File: src/rtl/sdram_pkg.sv
// Shared types and helpers for the SDRAM port arbiter.
package sdram_pkg;

  localparam int MAX_PORTS    = 8;
  localparam int MAX_BE_WIDTH = 4;

  typedef enum logic [1:0] {
    IDLE  = 2'd0,
    ISSUE = 2'd1,
    WAIT  = 2'd2
  } arb_state_e;

  // A write whose byte enables are all clear moves no data.
  function automatic logic be_is_null(input logic [MAX_BE_WIDTH-1:0] be);
    return (be == '0);
  endfunction

endpackage

File: src/rtl/rr_arbiter.sv
// Rotating-priority arbiter: one-hot grant to the first requester after 'last'.
module rr_arbiter #(
  parameter int N = 4,
  localparam int LW = (N > 1) ? $clog2(N) : 1
) (
  input  logic [N-1:0]  req,
  input  logic [LW-1:0] last,
  output logic [N-1:0]  grant
);

  logic        found;
  int unsigned idx;

  // Scan from last+1 upward, wrapping, and grant the first active request.
  always_comb begin
    grant = '0;
    found = 1'b0;
    idx   = 0;
    for (int unsigned off = 1; off <= N; off++) begin
      idx = (32'(last) + off) % N;
      if (!found && req[idx]) begin
        grant[idx] = 1'b1;
        found      = 1'b1;
      end
    end
  end

endmodule

File: src/rtl/sdram_port_arbiter.sv
// Shares one SDRAM controller command port among NUM_PORTS requesters,
// one transaction in flight, with completions routed to the owning port.
module sdram_port_arbiter
  import sdram_pkg::*;
#(
  parameter int NUM_PORTS  = 4,
  parameter int ADDR_WIDTH = 24,
  parameter int DATA_WIDTH = 16,
  parameter int BE_WIDTH   = DATA_WIDTH / 8
) (
  input  logic                             clk,
  input  logic                             rst,
  input  logic [NUM_PORTS-1:0]             p_valid,
  output logic [NUM_PORTS-1:0]             p_ready,
  input  logic [NUM_PORTS-1:0]             p_rd,
  input  logic [NUM_PORTS*BE_WIDTH-1:0]    p_be,
  input  logic [NUM_PORTS*ADDR_WIDTH-1:0]  p_addr,
  input  logic [NUM_PORTS*DATA_WIDTH-1:0]  p_wdata,
  output logic [NUM_PORTS-1:0]             p_rvalid,
  output logic [NUM_PORTS-1:0]             p_wdone,
  output logic [DATA_WIDTH-1:0]            p_rdata,
  output logic                             m_rd,
  output logic [BE_WIDTH-1:0]              m_wr,
  output logic [ADDR_WIDTH-1:0]            m_addr,
  output logic [DATA_WIDTH-1:0]            m_wdata,
  input  logic                             m_rdy,
  input  logic                             m_rvalid,
  input  logic                             m_wvalid,
  input  logic [DATA_WIDTH-1:0]            m_rdata
);

  localparam int IW = $clog2(NUM_PORTS);

  arb_state_e state, state_nx;

  logic [NUM_PORTS-1:0]  grant;
  logic [IW-1:0]         last_grant;
  logic                  accept;
  logic                  done;
  logic                  hold_null;

  logic                  sel_rd;
  logic [BE_WIDTH-1:0]   sel_be;
  logic [ADDR_WIDTH-1:0] sel_addr;
  logic [DATA_WIDTH-1:0] sel_wdata;
  logic [IW-1:0]         sel_idx;

  logic                  hold_rd;
  logic [BE_WIDTH-1:0]   hold_be;
  logic [ADDR_WIDTH-1:0] hold_addr;
  logic [DATA_WIDTH-1:0] hold_wdata;
  logic [IW-1:0]         hold_idx;

  rr_arbiter #(.N(NUM_PORTS)) u_rr (
    .req   (p_valid),
    .last  (last_grant),
    .grant (grant)
  );

  // Pick out the fields of the granted port.
  always_comb begin
    sel_rd    = 1'b0;
    sel_be    = '0;
    sel_addr  = '0;
    sel_wdata = '0;
    sel_idx   = '0;
    for (int unsigned i = 0; i < NUM_PORTS; i++) begin
      if (grant[i]) begin
        sel_rd    = p_rd[i];
        sel_be    = p_be[i*BE_WIDTH +: BE_WIDTH];
        sel_addr  = p_addr[i*ADDR_WIDTH +: ADDR_WIDTH];
        sel_wdata = p_wdata[i*DATA_WIDTH +: DATA_WIDTH];
        sel_idx   = IW'(i);
      end
    end
  end

  assign accept    = (state == IDLE) && (|grant) && !rst;
  // Null writes bypass ISSUE and complete on their own from WAIT.
  assign hold_null = !hold_rd && be_is_null(MAX_BE_WIDTH'(hold_be));
  assign done      = hold_rd ? m_rvalid : (m_wvalid || hold_null);

  // State register.
  always_ff @(posedge clk) begin
    if (rst) state <= IDLE;
    else     state <= state_nx;
  end

  // Next-state logic.
  always_comb begin
    state_nx = state;
    unique case (state)
      IDLE: begin
        if (accept)
          state_nx = (!sel_rd && be_is_null(MAX_BE_WIDTH'(sel_be))) ? WAIT : ISSUE;
      end
      ISSUE: if (m_rdy) state_nx = WAIT;
      WAIT:  if (done)  state_nx = IDLE;
      default: state_nx = IDLE;
    endcase
  end

  // Hold registers and round-robin pointer.
  always_ff @(posedge clk) begin
    if (rst) begin
      hold_rd    <= 1'b0;
      hold_be    <= '0;
      hold_addr  <= '0;
      hold_wdata <= '0;
      hold_idx   <= '0;
      last_grant <= IW'(NUM_PORTS - 1);
    end else begin
      if (accept) begin
        hold_rd    <= sel_rd;
        hold_be    <= sel_be;
        hold_addr  <= sel_addr;
        hold_wdata <= sel_wdata;
        hold_idx   <= sel_idx;
      end
      if (state == WAIT && done) last_grant <= hold_idx;
    end
  end

  // Outputs: ready in IDLE, command in ISSUE, completion demux in WAIT.
  always_comb begin
    p_ready  = '0;
    p_rvalid = '0;
    p_wdone  = '0;
    p_rdata  = '0;
    m_rd     = 1'b0;
    m_wr     = '0;
    m_addr   = '0;
    m_wdata  = '0;
    if (!rst) begin
      unique case (state)
        IDLE: p_ready = grant;
        ISSUE: begin
          m_rd    = hold_rd;
          m_wr    = hold_rd ? '0 : hold_be;
          m_addr  = hold_addr;
          m_wdata = hold_wdata;
        end
        WAIT: begin
          if (hold_rd && m_rvalid) begin
            p_rvalid[hold_idx] = 1'b1;
            p_rdata            = m_rdata;
          end else if (!hold_rd && (m_wvalid || hold_null)) begin
            p_wdone[hold_idx] = 1'b1;
          end
        end
        default: ;
      endcase
    end
  end

endmodule

File: config.mk
export PLATFORM = sky130hd
export DESIGN_NAME = sdram_port_arbiter
export DESIGN_NICKNAME = d
export VERILOG_FILES = /design/src/rtl/sdram_pkg.sv /design/src/rtl/rr_arbiter.sv /design/src/rtl/sdram_port_arbiter.sv
export SDC_FILE = /design/constraint.sdc
export NUM_CORES = 1
export LEC_CHECK = 0
export BUFFER_PORTS_ARGS = -buffer_cell sky130_fd_sc_hd__buf_4
export CORE_AREA = 2 2 104 106
export DETAILED_ROUTE_END_ITERATION = 12
export DIE_AREA = 0 0 106 108
export PLACE_DENSITY = 0.78
export SLEW_MARGIN = 20
export SYNTH_ARGS = -nofsm -noshare
export SYNTH_HDL_FRONTEND = slang
export SYNTH_SLANG_ARGS = --single-unit
File: constraint.sdc
create_clock -name clk -period 3.4 [get_ports clk]
set_input_delay 0.68 -clock clk [delete_from_list [all_inputs] [get_ports clk]]
set_output_delay 0.68 -clock clk [all_outputs]
set_load 0.02 [all_outputs]
==> flow_summary.ini <==
[run_status]
status = completed

[global_route]
gr-max-usage-layer = met2
first_global_vias = 4768
grt_util_all_layers_pct = 25.6
grt-ovfl-total = 0
met2_usage_pct = 46.5
met3_usage_pct = 5.18
antenna_found_initial = 0
grt_max_degree = 76
met1_usage_pct = 30.0
grt_pass1_wl_um = 23600

[synthesis]
synth_top_cell_by_area = dfxtp_1
synth_fp_nets = 686
ys_warn_count = 0
synth_top_area_share_pct = 25.7
synth_cell_type_count = 48
synth_area_mm2 = 0.00382
synthFlopType = dfxtp_1
synth_common_cells = nor2_1 (51), dfxtp_1 (49), nor3b_1 (47), o21ai_1 (45)
synth_most_common_cell = nor2_1
seq_area_frac_synth_pct = 25.7
syn_inst = 481
synth_area_per_cell_um2 = 7.95
synth_edf_count = 0
synthTopCellsByArea = dfxtp_1 (26%), nor3b_1 (9.2%), a221oi_1 (9.2%)
yosys_register_bits = 49
synthArstFlopShare_pct = 0

[sta]
fin_skew_ps = 9.55
slew_headroom_pct = 37.5
rsz0062_at_grt = no
min_period_ps = 3250
period_share_pct = 95.7
fmax_mhz = 307
slew_viol_final = 0
tightest_slew_ps = 938
finalSetupViolCount = 0
final.setup.tns_ps = 0
final_hold_viol_count = 0

[clock_network]
htreeDepth = 2
clkLatencyLatePin_ps = 300
cts_tree = done
numClockSinks = 49
cts_buffer_depth = 2
clkTransAtPathRegs_ps = 100
cts_buffers = 5
cts_root_buffer = clkbuf_8

[place]
gp_congestion = 0.902
dp_cells = 847
detailed_place_hpwl_um = 11700
portBuffers = 267

[drt]
vias_per_cell = 5.74
dr.pass1.iters = 4
drc_errors = 0
drt_iter0_drc = 290
vias = 4919
ant_nets = 0
wl_per_cell_um = 18.2
totalWireLength_um = 15600

[floorplan]
die_h_um = 108
coreArea_mm2 = 0.0102
fp.dieW_um = 106
rows = 37
num_io_pins = 268
die-area_mm2 = 0.0114
initial_utilization_pct = 37.4

[cells_and_area]
area_growth_pct = 60.1
instances_no_fill = 857
drive_above_1_share_pct = 43.8
diodes = 0
nNetsFinal = 925
fill_cells = 906

[pwr]
powerDensity_mw_per_mm2 = 800
pwr-share-comb_pct = 72.4
p_int_mw = 2.59
clockPowerShare_pct = 9.0
ir_worst_vdd_mv = 0.358
sw_frac_of_total_pct = 47.0
p_leak_nw = 2.71
fin_total_pwr_mw = 4.90
net-switching-power_mw = 2.30
p_seq_share_pct = 18.6

[setup_path]
crit_buf_inv = 2
worstSetupEndpointType = primary output
cpPeakStageDelay_ps = 550
cp_slowest_cell = mux4_2
path_max_fanout = 8
worstPathArrival_ps = 2570
r2r_setup_slack_ps = 290
path_cells = inv_2 > ha_4 > mux4_2 > or2_4 > a21oi_4 > a21o_2 > nor2_1 > buf_4
critPathTopFamily = multiplexers
crit_type = reg2out
timing.critical_path.from_type = flop
worstPathRequired_ps = 2720

[hold_path]
hp-class = reg2reg

[job]
drv_cap = 0
worst paths after layout:
| check | from | to | depth (start not counted) |
|---|---|---|---|
| worst max-delay path | last_grant[1]$_SDFFE_PP1P_ | p_ready[3] | 8 |
| worst min-delay path | hold_addr[0]$_SDFFE_PP0P_ | hold_addr[0]$_SDFFE_PP0P_ | 2 |
| worst min register to register | hold_addr[0]$_SDFFE_PP0P_ | hold_addr[0]$_SDFFE_PP0P_ | 2 |
| worst max register to register | last_grant[1]$_SDFFE_PP1P_ | hold_wdata[1]$_SDFFE_PP0P_ | 11 |
per-stage QoR:
stage	area, um^2	util, %	hold slack, ps	setup slack, ps
2_1_floorplan	3820	-	434	22.1
3_3_place_gp	5950	58.1	441	276
3_5_place_dp	5950	58.1	447	133
4_1_cts	6100	59.6	462	56.3
5_1_grt	6120	59.8	489	33.5
6_report	6120	59.8	463	147
tightest hold or removal path, cell delays in order (launching register included):
cell and delay, ps:
dfxtp_1 320, nand3_1 50, o21ai_1 50
metal layers:
metal	share of wire, %	vias up	routed length [um]
met3	7.8	35	1220
met5	0	-	0
met2	51	267	7920
met4	2.9	0	459
met1	38	2305	5980
li1	-	2312	-
cell usage in the layout, fill, tap and decap left out, drive strengths merged, types with 2 or more instances in the layout:
master	count
nor4b	2
a21oi	7
nand4	5
o211ai	2
a2bb2oi	40
a31o	3
a221oi	40
nand3	21
a41o	2
dfxtp	49
a31oi	4
inv	8
nor2b	3
nor3	4
o22ai	2
clkbuf	6
a2111o	3
mux2	3
nor3b	47
a211oi	4
buf	284
o21ai	50
and3	3
ha	8
nand2b	2
nor2	51
or3	2
nand3b	23
a21o	2
nand2	10
mux2i	3
or2	2
mux4	3
and2	17
power groups by stage:
stage          combinational, mW  clock (mW)  sequential (mW)
6_report                    3.54       0.442            0.909
5_1_grt                     3.85       0.477            0.936
4_1_cts                     3.51       0.455            0.906
3_5_place_dp                3.47           0            0.918
3_3_place_gp                3.35           0            0.907
2_1_floorplan               2.52           0            0.877
repair_timing:
| item | CTS | global route |
|---|---|---|
| setup endpoints to repair | 3 | 2 |
| setup buffers | 2 | 0 |
| gates resized for setup | 3 | 4 |
| hold buffers | 0 | 0 |
flip-flops by register name, summed over array words and instances (netlist names):
name	flops
hold_addr	24
hold_wdata	16
hold_be	2
hold_idx	2
last_grant	2
state	2
hold_rd	1
cells by family (layout without fill, tap and decap cells):
family / after synthesis / count (layout) / share of synthesized area [%]
muxes: 9 / 9 / 3.44
DFF: 49 / 49 / 25.7
AOI/OAI and AO/OA: 162 / 162 / 32.0
and+or+nand+nor: 193 / 193 / 29.6
adders and majority gates: 8 / 8 / 2.62
buffers and inverters: 60 / 300 / 6.68
layout make-up:
cell class	count	area (um^2)	area share [%]
tap	136	170	2.78
multi-input combinational	372	2650	43.3
clock buffer	6	82.6	1.35
sequential	49	981	16.0
timing repair buffer	284	2170	35.4
inverter	8	30.0	0.491
clock inverter	2	37.5	0.613
Note: power is estimated with default switching activity, not from simulation.
